--- config.mk ---
export PLATFORM = sky130hd
export DESIGN_NAME = uart_mmio_bridge
export DESIGN_NICKNAME = d
export VERILOG_FILES = /design/src/rtl/uart_mmio_bridge_pkg.sv /design/src/rtl/uart_mmio_bridge_sync_fifo.sv /design/src/rtl/uart_mmio_bridge.sv
export SDC_FILE = /design/constraint.sdc
export NUM_CORES = 1
export LEC_CHECK = 0
export ABC_AREA = 1
export CORE_MARGIN = 2
export CORE_UTILIZATION = 35
export DETAILED_ROUTE_END_ITERATION = 10
export PLACE_DENSITY = 0.64
export SYNTH_ARGS = -nofsm -noshare
export SYNTH_HDL_FRONTEND = slang
export SYNTH_SLANG_ARGS = --single-unit
--- constraint.sdc ---
create_clock -name clk_i -period 3.4 [get_ports clk_i]
set_input_delay 0.68 -clock clk_i [delete_from_list [all_inputs] [get_ports clk_i]]
set_output_delay 0.68 -clock clk_i [all_outputs]
set_load 0.01 [all_outputs]
--- src/rtl/uart_mmio_bridge_pkg.sv ---
// Shared definitions for the UART MMIO bridge: register offsets, STATUS/CTRL bit positions
// and the address decoder used by the top level.
package uart_mmio_bridge_pkg;

    localparam logic [27:0] OffStatus = 28'h00;
    localparam logic [27:0] OffRxData = 28'h04;
    localparam logic [27:0] OffTxData = 28'h08;
    localparam logic [27:0] OffCycles = 28'h10;
    localparam logic [27:0] OffCtrl   = 28'h18;

    localparam int unsigned StatTxReady   = 0;
    localparam int unsigned StatRxValid   = 1;
    localparam int unsigned StatTxOverrun = 2;
    localparam int unsigned StatCountLsb  = 4;

    localparam int unsigned CtrlClrCycles  = 0;
    localparam int unsigned CtrlClrOverrun = 1;

    typedef enum logic [2:0] {
        RegNone,
        RegStatus,
        RegRxData,
        RegTxData,
        RegCycles,
        RegCtrl
    } reg_sel_e;

    // Window selected by addr[31:28]; offsets must match exactly, so aliases read as unmapped.
    function automatic reg_sel_e decode_addr(input logic [31:0] addr, input logic [3:0] base_nib);
        reg_sel_e sel;
        sel = RegNone;
        if (addr[31:28] == base_nib) begin
            case (addr[27:0])
                OffStatus: sel = RegStatus;
                OffRxData: sel = RegRxData;
                OffTxData: sel = RegTxData;
                OffCycles: sel = RegCycles;
                OffCtrl:   sel = RegCtrl;
                default:   sel = RegNone;
            endcase
        end
        return sel;
    endfunction

endpackage

--- src/rtl/uart_mmio_bridge_sync_fifo.sv ---
// Synchronous FIFO with occupancy count; push is ignored when full, pop when empty.
module sync_fifo #(
    parameter int unsigned Width = 8,
    parameter int unsigned Depth = 8,
    localparam int unsigned PtrW = $clog2(Depth),
    localparam int unsigned CntW = PtrW + 1
) (
    input  logic             clk_i,
    input  logic             rst_ni,
    input  logic             push_i,
    input  logic [Width-1:0] data_i,
    input  logic             pop_i,
    output logic [Width-1:0] data_o,
    output logic             full_o,
    output logic             empty_o,
    output logic [CntW-1:0]  count_o
);

    logic [Width-1:0] mem_q [Depth];
    logic [PtrW-1:0]  wr_ptr_q, wr_ptr_d;
    logic [PtrW-1:0]  rd_ptr_q, rd_ptr_d;
    logic [CntW-1:0]  count_q, count_d;
    logic             push_ok, pop_ok;

    assign full_o  = (count_q == CntW'(Depth));
    assign empty_o = (count_q == '0);
    assign count_o = count_q;
    assign data_o  = mem_q[rd_ptr_q];

    assign push_ok = push_i && !full_o;
    assign pop_ok  = pop_i && !empty_o;

    // Depth is a power of two, so pointers wrap by plain overflow.
    always_comb begin
        wr_ptr_d = wr_ptr_q;
        rd_ptr_d = rd_ptr_q;
        if (push_ok) wr_ptr_d = wr_ptr_q + 1'b1;
        if (pop_ok)  rd_ptr_d = rd_ptr_q + 1'b1;
        count_d = count_q + CntW'(push_ok) - CntW'(pop_ok);
    end

    always_ff @(posedge clk_i or negedge rst_ni) begin
        if (!rst_ni) begin
            wr_ptr_q <= '0;
            rd_ptr_q <= '0;
            count_q  <= '0;
        end else begin
            wr_ptr_q <= wr_ptr_d;
            rd_ptr_q <= rd_ptr_d;
            count_q  <= count_d;
        end
    end

    always_ff @(posedge clk_i) begin
        if (push_ok) mem_q[wr_ptr_q] <= data_i;
    end

endmodule

--- src/rtl/uart_mmio_bridge.sv ---
// MMIO bridge between the CPU data port and the UART byte streams: RX FIFO, TX holding
// register, free-running cycle counter and a registered read mux.
module uart_mmio_bridge
    import uart_mmio_bridge_pkg::*;
#(
    parameter int unsigned RX_DEPTH  = 8,
    parameter logic [31:0] BASE_ADDR = 32'h8000_0000
) (
    input  logic        clk_i,
    input  logic        rst_ni,
    input  logic [31:0] addr_i,
    input  logic [31:0] wr_data_i,
    input  logic        wr_en_i,
    input  logic        rd_en_i,
    output logic [31:0] rd_data_o,
    output logic [7:0]  uart_data_in_o,
    output logic        uart_data_in_valid_o,
    input  logic        uart_data_in_ready_i,
    input  logic [7:0]  uart_data_out_i,
    input  logic        uart_data_out_valid_i,
    output logic        uart_data_out_ready_o
);

    localparam int unsigned CntW = $clog2(RX_DEPTH) + 1;

    reg_sel_e        sel;
    logic            rd_act, tx_wr, ctrl_wr, tx_release;
    logic            rx_push, rx_pop;
    logic [7:0]      fifo_data;
    logic            fifo_full, fifo_empty;
    logic [CntW-1:0] fifo_count;
    logic [31:0]     cnt_ext;
    logic [3:0]      cnt_sat;
    logic [31:0]     status;
    logic [31:0]     rd_mux;

    logic [31:0] rd_data_q, rd_data_d;
    logic [7:0]  tx_data_q, tx_data_d;
    logic        tx_valid_q, tx_valid_d;
    logic        tx_ovr_q, tx_ovr_d;
    logic [31:0] cycles_q, cycles_d;

    logic unused_wdata;
    assign unused_wdata = ^wr_data_i[31:8];

    assign sel     = decode_addr(addr_i, BASE_ADDR[31:28]);
    // A write wins over a read in the (illegal) case both strobes are high.
    assign rd_act  = rd_en_i && !wr_en_i;
    assign tx_wr   = wr_en_i && (sel == RegTxData);
    assign ctrl_wr = wr_en_i && (sel == RegCtrl);

    assign tx_release = tx_valid_q && uart_data_in_ready_i;
    assign rx_push    = uart_data_out_valid_i && !fifo_full;
    assign rx_pop     = rd_act && (sel == RegRxData) && !fifo_empty;

    sync_fifo #(
        .Width (8),
        .Depth (RX_DEPTH)
    ) u_rx_fifo (
        .clk_i   (clk_i),
        .rst_ni  (rst_ni),
        .push_i  (rx_push),
        .data_i  (uart_data_out_i),
        .pop_i   (rx_pop),
        .data_o  (fifo_data),
        .full_o  (fifo_full),
        .empty_o (fifo_empty),
        .count_o (fifo_count)
    );

    assign cnt_ext = 32'(fifo_count);
    assign cnt_sat = (cnt_ext > 32'd15) ? 4'hF : cnt_ext[3:0];

    always_comb begin
        status                      = '0;
        status[StatTxReady]         = !tx_valid_q;
        status[StatRxValid]         = !fifo_empty;
        status[StatTxOverrun]       = tx_ovr_q;
        status[StatCountLsb +: 4]   = cnt_sat;
    end

    always_comb begin
        rd_mux = '0;
        case (sel)
            RegStatus: rd_mux = status;
            RegRxData: rd_mux = fifo_empty ? 32'h0 : {24'h0, fifo_data};
            RegCycles: rd_mux = cycles_q;
            default:   rd_mux = '0;
        endcase
        rd_data_d = rd_act ? rd_mux : rd_data_q;
    end

    // The holding register is still full at the edge where it is released, so a
    // coincident write is dropped and flagged.
    always_comb begin
        tx_data_d  = tx_data_q;
        tx_valid_d = tx_valid_q;
        tx_ovr_d   = tx_ovr_q;
        if (tx_wr) begin
            if (tx_valid_q) begin
                tx_ovr_d = 1'b1;
            end else begin
                tx_valid_d = 1'b1;
                tx_data_d  = wr_data_i[7:0];
            end
        end
        if (tx_release) tx_valid_d = 1'b0;
        if (ctrl_wr && wr_data_i[CtrlClrOverrun]) tx_ovr_d = 1'b0;
    end

    assign cycles_d = (ctrl_wr && wr_data_i[CtrlClrCycles]) ? 32'h0 : cycles_q + 32'h1;

    always_ff @(posedge clk_i or negedge rst_ni) begin
        if (!rst_ni) begin
            rd_data_q  <= '0;
            tx_data_q  <= '0;
            tx_valid_q <= 1'b0;
            tx_ovr_q   <= 1'b0;
            cycles_q   <= '0;
        end else begin
            rd_data_q  <= rd_data_d;
            tx_data_q  <= tx_data_d;
            tx_valid_q <= tx_valid_d;
            tx_ovr_q   <= tx_ovr_d;
            cycles_q   <= cycles_d;
        end
    end

    assign rd_data_o             = rd_data_q;
    assign uart_data_in_o        = tx_data_q;
    assign uart_data_in_valid_o  = tx_valid_q;
    assign uart_data_out_ready_o = !fifo_full;

endmodule

==> summary.txt, run 1 <==
Run status
  – Run status: complete, no violations

Clock tree
  – Worst-Skew Late Latency: 0.44 ns
  – CTS resizes: 0
  – TritonCTS clock tree: yes
  – Clk buf depth: 2
  – Clk pin slew, worst setup/hold paths: 0.07 ns
  – # Post-CTS Setup Buffers: 0
  – Num CTS Buffers: 17
  – H-tree depth: 4
  – Clock Root Buffer: clkbuf_16
  – # hold bufs at CTS: 0
  – Clock Sinks: 148

Timing
  – Final setup vio count: 0
  – RSZ-0062 raised after global routing: false
  – Fmax: 381 MHz
  – Worst hold slack: 0.240 ns
  – Clk_skew: 0.0110 ns
  – Setup TNS: 0 ns
  – Fin crit share: 77.3%
  – Hold Fails Final Rpt: 0
  – Measured slew at the worst slew-check pin: 0.699 ns
  – Tmin final: 2.63 ns
  – Worst rel slew slack: 53.3%
  – Final Max Tran Viols: 0

Synth
  – Post-synth ARST share: 56.8%
  – Area leader, netlist: dfrtp_1
  – Top post-synthesis cells by area: dfrtp_1, edfxtp_1, nand2_1, nand3_1, inv_1
  – Prevailing post-synth register cell: dfrtp_1
  – EDFF count, synth: 64
  – Syn avg cell area: 9.03 µm²
  – Sequential element share of the synthesized area: 55.0%
  – Post-Syn Instances: 811
  – Post-Synthesis Cell Area: 7320 µm²
  – Distinct cells, synth: 43
  – Ys Warns: 0
  – Top post-synthesis cells by count: nand2_1, inv_1, dfrtp_1, nand3_1, nor2_1
  – Top-count cell post-synth: nand2_1
  – Post-Syn Nets: 899
  – FF+latch count, synth: 148
  – Area fraction of the dominant cell type after synthesis: 28.7%

Place
  – Post-DP HPWL: 11.1 mm
  – GP Congestion: 0.778
  – Port-buffer cells: 95

Detailed routing
  – Via count: 5580
  – Drt first pass iters: 4
  – Final wirelength: 16.0 mm
  – WL/cell: 13.3 µm
  – Final antenna-violating net count: 0
  – Mean number of vias per cell: 4.64
  – DRC violations left: 0
  – Iteration-0 DRC Markers: 297

Global route
  – Largest net degree at the start of global routing: 46
  – Global route total overflow: 0
  – Initial antenna violation count: 0
  – GRT Total Usage: 15.5%
  – First-pass GRT wire length: 26.8 mm
  – Vias in the first global route: 5376

Critical path
  – Req. time, crit path: 3.73 ns
  – R2R depth: 11
  – Worst-path maximum fanout: 5
  – Crit start category: input port
  – Critical path class: in2reg
  – Worst EP arrival: 2.96 ns
  – Worst setup EP type: register

Floorplanning
  – Chip height: 149 µm
  – Initial Utilization: 35.9%
  – IO Count: 120
  – Core area: 20400 µm²
  – FP Rows: 52
  – Overall die width: 149 µm
  – DIE AREA: 22100 µm²

Power
  – Worst vdd ir: 0.000381 V
  – Lkg Pwr: 0.00413 µW
  – Pwr/cell area: 486 nW/µm²

Cells and area
  – Share of cells above drive strength 1: 13.2%
  – Fin nets: 1008
  – FILL cells: 1978
  – Diode count: 0
  – Layout area overhead: 25.9%
  – Finished Core Util: 45.3%

Worst hold path
  – Hold WC Path Type: in2async

Flow run
  – Total of max-cap violations: 0
[routing by layer]
layer | vias up | wire length, µm | part of all wire, % | global-route usage, %
met2 | 134 | 7370 | 46 | 24.9
met1 | 2573 | 7580 | 47 | 21.0
li1 | 2857 | - | - | -
met4 | 0 | 223 | 1.4 | 4.90
met5 | - | 0 | 0 | 0
met3 | 16 | 827 | 5.2 | 3.65
[area by class of cell]
class / count / area (µm²) / share of cell area, %
Timing Repair Buffer: 115 / 1100 / 11.9
Clock buffer: 17 / 425 / 4.61
Clock inverter: 15 / 181 / 1.97
Inverter: 99 / 373 / 4.04
Multi-Input combinational cell: 539 / 2780 / 30.1
Tap cell: 270 / 338 / 3.66
Sequential cell: 148 / 4020 / 43.6
[final timing paths]
kind                                                        to                      startpoint  slack (ns)
min in group clk_i                   rd_data_o[20]$_DFFE_PN0P_       rd_data_o[20]$_DFFE_PN0P_        0.48
worst max-delay path            u_rx_fifo.count_o[2]$_DFF_PN0_                       addr_i[4]        0.77
worst max register to register  u_rx_fifo.count_o[2]$_DFF_PN0_  u_rx_fifo.count_o[2]$_DFF_PN0_        1.13
worst min-delay path                 rd_data_o[18]$_DFFE_PN0P_                          rst_ni        0.24
worst min register to register       rd_data_o[20]$_DFFE_PN0P_       rd_data_o[20]$_DFFE_PN0P_        0.48
max in group asynchronous            rd_data_o[25]$_DFFE_PN0P_                          rst_ni        2.44
[worst max-delay path, stage by stage]
cell             delay (ns)
clkdlybuf4s50_1        0.51
nand2_1                0.06
nor2_1                 0.11
nand2_1                0.15
nand3_1                0.16
nor2_2                 0.06
nand4_4                0.07
clkinv_2               0.11
ha_1                   0.28
inv_1                  0.04
ha_1                   0.20
fa_1                   0.38
xor2_1                 0.15
[flip-flops by register name, indices dropped and copies added, names as in the netlist]
| name | count |
|---|---|
| cycles_q | 32 |
| rd_data_o | 32 |
| tx_ovr_q | 1 |
| u_rx_fifo.count_o | 4 |
| u_rx_fifo.mem_q | 64 |
| u_rx_fifo.rd_ptr_q | 3 |
| u_rx_fifo.wr_ptr_q | 3 |
| uart_data_in_o | 8 |
| uart_data_in_valid_o | 1 |
[power by group]
group	switching [µW]	leakage [µW]	internal [µW]
logic	306	0.00212	209
registers	52.7	0.00171	2030
clock network	888	0.000296	996
[kinds of logic (layout without fill, tap and decap cells)]
kind of cell             after synthesis  in the layout  synth area share, %
flip-flops                           148            148                 55.0
buffers and inverters                124            246                 7.08
XOR/XNOR                               6              6                0.718
AND/OR/NAND/NOR                      460            460                 29.5
multiplexers                           1              1                0.137
AO/OA/AOI/OAI                         62             62                 5.83
adder cells (fa/ha/maj)               10             10                 1.81
[stage by stage]
stage               instances  area, µm²  power [µW]  setup slack, ns
finish                   1203       9220        4480            0.773
global placement         1171       8610        2630            0.290
detailed placement       1171       8610        2640            0.298
global route             1203       9220        4690            0.576
CTS                      1203       9220        4520            0.756
floorplan                 811       7320        2410            0.821
[cells in the final DEF (no fill, tap or decap), types with 17 or more instances in the layout]
cell type,netlist,final
nand2_1,257,257
clkdlybuf4s50_1,0,94
inv_1,87,87
dfrtp_1,84,84
nor2_1,68,68
nand3_1,68,68
edfxtp_1,64,64
o21ai_0,25,25
nand4_1,21,21
buf_4,0,21
clkbuf_16,0,17
Note: power is estimated with default switching activity, not from simulation.
==> inputs of run 2 (changes only) <==
==> constraint.sdc (replaced) <==
create_clock -name clk_i -period 2.7 [get_ports clk_i]
set_input_delay 0.54 -clock clk_i [delete_from_list [all_inputs] [get_ports clk_i]]
set_output_delay 0.54 -clock clk_i [all_outputs]
set_load 0.01 [all_outputs]
==> run 2 against run 1 <==
Utilization increased by 0.69 points. First-iteration DRC count shrank 22%. Highest routed layer unchanged. Total power is 26% higher. Combinational power up 29%. Die area stayed put.
==> summary.txt, run 2 (synthesis gave the netlist of run 1 again) <==
Place
  – GP Congestion: 0.783
  – Port-buffer cells: 95
  – Post-DP HPWL: 11.3 mm
  – Placed cells: 1187

Cells and area
  – Most frequent cells in the layout: nand2_1, clkdlybuf4s50_1, inv_1
  – Share of cells above drive strength 1: 14.6%
  – Fin nets: 1024
  – FILL cells: 1923
  – Multi-input gate area: 2780 µm²
  – Layout area overhead: 27.8%
  – Register area: 4020 µm²
  – Largest register by flop count: u_rx_fifo.mem_q
  – Fin cells: 1219
  – Most common cell after layout, fill and taps aside: nand2_1
  – Max FFs per register: 64
  – Diode count: 0

Power
  – Total chip power: 5640 µW
  – Pwr/cell area: 602 nW/µm²
  – Lkg Pwr: 0.00422 µW
  – Worst vdd ir: 0.000422 V

Floorplanning
  – IO Count: 120
  – Chip height: 149 µm
  – DIE AREA: 22100 µm²
  – Initial Utilization: 35.9%
  – Core area: 20400 µm²
  – FP Rows: 52
  – Overall die width: 149 µm

Clock tree
  – Clk pin slew, worst setup/hold paths: 0.07 ns
  – Worst-Skew Late Latency: 0.42 ns
  – # Post-CTS Setup Buffers: 0
  – Clk buf depth: 2
  – Clock Sinks: 148
  – Clock Root Buffer: clkbuf_16
  – CTS resizes: 0
  – Num CTS Buffers: 17
  – # hold bufs at CTS: 0
  – TritonCTS clock tree: yes
  – H-tree depth: 4

Global route
  – GRT Total Usage: 15.4%
  – Largest net degree at the start of global routing: 38
  – Global route total overflow: 0
  – Initial antenna violation count: 0
  – First-pass GRT wire length: 26.8 mm
  – Vias in the first global route: 5356

Timing
  – Fmax: 424 MHz
  – Tmin final: 2.36 ns
  – Clk_skew: 0.0104 ns
  – Hold Fails Final Rpt: 0
  – Worst hold slack: 0.0729 ns
  – Fin crit share: 87.4%
  – Worst rel slew slack: 66.3%
  – Final setup vio count: 0
  – Final Max Tran Viols: 0
  – RSZ-0062 raised after global routing: false
  – Measured slew at the worst slew-check pin: 0.505 ns

Critical path
  – Crit start category: input port
  – Req. time, crit path: 3.01 ns
  – R2R depth: 10
  – Worst setup EP type: register
  – Worst-path maximum fanout: 2
  – R2r setup slk: 0.50 ns
  – Worst EP arrival: 2.67 ns
  – Critical path class: in2reg
  – Worst reg2reg endpoint: u_rx_fifo.count_o[2]$_DFF_PN0_
  – Reg2reg start: u_rx_fifo.count_o[2]$_DFF_PN0_

Detailed routing
  – Final antenna-violating net count: 0
  – Via count: 5675
  – Final wirelength: 16.2 mm
  – DRC violations left: 0
  – Drt first pass iters: 5
  – Iteration-0 DRC Markers: 233
  – WL/cell: 13.3 µm
  – Mean number of vias per cell: 4.66

Flow run
  – Total of max-cap violations: 0

Run status
  – Run status: complete, no violations

Worst hold path
  – Hold WC Path Type: in2async
run 2: report_power, final:
part           total (µW)  internal [µW]  switching (µW)
Combinational         664            269             395
Sequential           2630           2560            67.3
Clock                2350           1250            1090
Total                5640           4080            1560
run 2: worst max path at each step:
stage                    from                        endpoint  slack (ns)
global route        addr_i[0]  u_rx_fifo.count_o[2]$_DFF_PN0_        0.17
CTS                 addr_i[1]  u_rx_fifo.count_o[2]$_DFF_PN0_        0.33
global placement    addr_i[0]  u_rx_fifo.count_o[2]$_DFF_PN0_       -0.12
detailed placement  addr_i[0]  u_rx_fifo.count_o[2]$_DFF_PN0_       -0.11
floorplan           addr_i[5]  u_rx_fifo.count_o[2]$_DFF_PN0_        0.26
finish              addr_i[0]  u_rx_fifo.count_o[2]$_DFF_PN0_        0.34
run 2: area by class of cell:
class / instances / share of cell area (%)
well taps: 270 / 3.61
clock buffers: 17 / 4.55
inverters: 99 / 3.98
repair buffers: 131 / 13.3
multi-input cells: 539 / 29.7
clock inverters: 15 / 1.89
flip-flops and latches: 148 / 43.0
run 2: stage by stage:
step	instance area, µm²	setup slack, ns	util [%]	TNS [ns]
2_1_floorplan	7320	0.261	-	0
3_3_place_gp	8760	-0.117	43.0	-0.197
3_5_place_dp	8760	-0.111	43.0	-0.196
4_1_cts	9360	0.333	46.0	0
5_1_grt	9360	0.174	46.0	0
6_report	9360	0.340	46.0	0
run 2: per-layer routing:
metal | wire (µm) | up-vias | part of all wire [%] | track usage [%]
li1 | - | 2884 | - | -
met1 | 7480 | 2626 | 46 | 21.0
met2 | 7490 | 149 | 46 | 24.5
met3 | 1020 | 16 | 6.3 | 3.34
met4 | 197 | 0 | 1.2 | 5.10
met5 | 0 | - | 0 | 0
run 2: critical path: stages:
cell	delay (ns)
clkdlybuf4s50_1	0.42
inv_1	0.06
nand2_1	0.05
nor2_1	0.11
nand2_1	0.10
nand3_1	0.14
nor2_2	0.07
nand4_4	0.07
clkinv_2	0.08
ha_1	0.28
inv_1	0.04
ha_1	0.19
fa_1	0.37
xor2_1	0.15
==> inputs of run 3 (changes only) <==
--- a/config.mk
+++ b/config.mk
@@ -6,10 +6,12 @@
 export NUM_CORES = 1
 export LEC_CHECK = 0
 export ABC_AREA = 1
-export CORE_MARGIN = 2
+export CORE_MARGIN = 5
 export CORE_UTILIZATION = 35
+export CTS_CLUSTER_DIAMETER = 150
 export DETAILED_ROUTE_END_ITERATION = 10
 export PLACE_DENSITY = 0.64
+export SETUP_SLACK_MARGIN = 0.3
 export SYNTH_ARGS = -nofsm -noshare
 export SYNTH_HDL_FRONTEND = slang
 export SYNTH_SLANG_ARGS = --single-unit
==> run 3 against run 2 <==
Register-to-register slack improved by 0.08 ns. Sequential power about the same. Cell area increased by 0.27%. Hold slack improved by 0.051 ns. Global-route usage decreased by 1.5 points. Clock power decreased by 7%. Critical path type unchanged. Highest routed layer unchanged.
==> summary.txt, run 3 (synthesis gave the netlist of run 1 again) <==
Run status
  – Run status: complete, no violations

Floorplanning
  – DIE AREA: 23900 µm²
  – Chip height: 155 µm
  – Core area: 20800 µm²
  – IO Count: 120
  – FP Rows: 53
  – Initial Utilization: 35.2%
  – Overall die width: 155 µm

Cells and area
  – Most common cell after layout, fill and taps aside: nand2_1
  – Finished Core Util: 45.1%
  – Most frequent cells in the layout: nand2_1, clkdlybuf4s50_1, inv_1
  – Max FFs per register: 64
  – Multi-input gate area: 2830 µm²
  – Layout area overhead: 28.2%
  – FILL cells: 2002
  – Diode count: 0
  – Fin nets: 1028
  – Register area: 4020 µm²
  – Largest register by flop count: u_rx_fifo.mem_q
  – Share of cells above drive strength 1: 16.1%

Clock tree
  – Worst-Skew Late Latency: 0.42 ns
  – Clock Sinks: 148
  – Clock Root Buffer: clkbuf_16
  – Clk pin slew, worst setup/hold paths: 0.06 ns
  – TritonCTS clock tree: yes
  – Clk buf depth: 2
  – Num CTS Buffers: 17
  – H-tree depth: 4

Critical path
  – Crit path largest cell delay: 0.42 ns
  – Crit-path cells: clkdlybuf4s50_1, inv_1, nand3_2, nor2_4, nand3_2, nor2_4, nand4_4, inv_4, ha_1, inv_1, ha_2, fa_2
  – Worst reg2reg endpoint: u_rx_fifo.count_o[2]$_DFF_PN0_
  – CP bufs+invs: 4
  – R2R depth: 10
  – Crit-path slowest cell: fa_2
  – Req. time, crit path: 3.00 ns
  – Reg2reg start: u_rx_fifo.count_o[2]$_DFF_PN0_
  – Worst-path maximum fanout: 2
  – R2r setup slk: 0.58 ns
  – Crit start category: input port
  – Crit path max-delay family: adder cells
  – Worst setup EP type: register
  – Critical path class: in2reg
  – Worst EP arrival: 2.64 ns

Place
  – Port-buffer cells: 95
  – Post-DP HPWL: 11.6 mm
  – GP Congestion: 0.795

Timing
  – Final setup vio count: 0
  – RSZ-0062 raised after global routing: false
  – Clk_skew: 0.00754 ns
  – Worst hold slack: 0.124 ns
  – Worst rel slew slack: 59.9%
  – Final Max Tran Viols: 0
  – Fmax: 427 MHz
  – Measured slew at the worst slew-check pin: 0.601 ns
  – Fin crit share: 86.6%
  – Hold Fails Final Rpt: 0
  – Setup TNS: 0 ns
  – Tmin final: 2.34 ns

Global route
  – First-pass GRT wire length: 26.5 mm
  – GRT Total Usage: 13.9%
  – Vias in the first global route: 5261
  – Largest net degree at the start of global routing: 46
  – Initial antenna violation count: 0
  – Global route total overflow: 0

Detailed routing
  – Final wirelength: 16.4 mm
  – WL/cell: 13.3 µm
  – Drt first pass iters: 4
  – Iteration-0 DRC Markers: 331
  – Via count: 5621
  – Mean number of vias per cell: 4.58
  – DRC violations left: 0
  – Final antenna-violating net count: 0

Power
  – Lkg Pwr: 0.00423 µW
  – Worst vdd ir: 0.000448 V
  – Pwr/cell area: 583 nW/µm²

Worst hold path
  – Hold WC Path Type: in2async

Flow run
  – Total of max-cap violations: 0
-- run 3: cell types whose count changed in the layout (fill, tap and decap cells not counted), sizes merged --
cell and delta:
buf +4, clkdlybuf4s50 -3, clkinv -2, clkinvlp +3
dlymetal6s2s +3, inv -1
-- run 3: report_power, final --
group / total (µW) / internal [µW] / switching, µW
Clock: 2180 / 1200 / 983
Sequential: 2620 / 2560 / 63.9
Combinational: 672 / 275 / 396
-- run 3: layout make-up --
class	count	area share [%]
flip-flops and latches	148	42.9
multi-input cells	539	30.1
repair buffers	135	13.5
clock buffers	17	4.53
inverters	99	3.99
well taps	275	3.67
clock inverters	15	1.29
-- run 3: worst reg2reg max path, delay by kind of cell (launching register included) --
kind          cells  cell delay [ns]
xor+xnor          1             0.16
buf+inv           3             0.19
flops             1             0.38
simple gates      2             0.35
fa+ha+maj         4             0.93
-- run 3: how the worst max path moves through the flow --
stage / start / endpoint / slack (ns) / depth (start not counted)
floorplan: addr_i[5] / u_rx_fifo.count_o[2]$_DFF_PN0_ / 0.30 / 13
global placement: addr_i[4] / u_rx_fifo.count_o[2]$_DFF_PN0_ / -0.1 / 13
detailed placement: addr_i[5] / u_rx_fifo.count_o[2]$_DFF_PN0_ / -0.13 / 11
CTS: addr_i[5] / u_rx_fifo.count_o[2]$_DFF_PN0_ / 0.31 / 11
global route: addr_i[10] / u_rx_fifo.count_o[1]$_DFF_PN0_ / 0.28 / 12
finish: addr_i[10] / u_rx_fifo.count_o[1]$_DFF_PN0_ / 0.36 / 12
-- run 3: repair_timing --
item,CTS,global route
endpoints found under the hold margin,0,0
buffers inserted,0,3
gates resized for setup,0,12
setup endpoints to repair,0,2
hold buffers,0,0
-- run 3: metal layers --
| metal | GRT usage (%) | routed length, µm |
|---|---|---|
| met2 | 22.2 | 7590 |
| met1 | 18.5 | 7690 |
| met3 | 3.83 | 912 |
| met5 | 0 | 0 |
| met4 | 4.46 | 196 |
-- run 3: per-stage QoR --
stage          setup WS [ns]  cell area, µm²  std cells  power, µW
6_report               0.361            9380       1228       5470
5_1_grt                0.279            9380       1228       5740
4_1_cts                0.308            9330       1225       5520
3_5_place_dp          -0.133            8780       1193       3340
3_3_place_gp         -0.0967            8780       1193       3320
2_1_floorplan          0.300            7340        811       3030
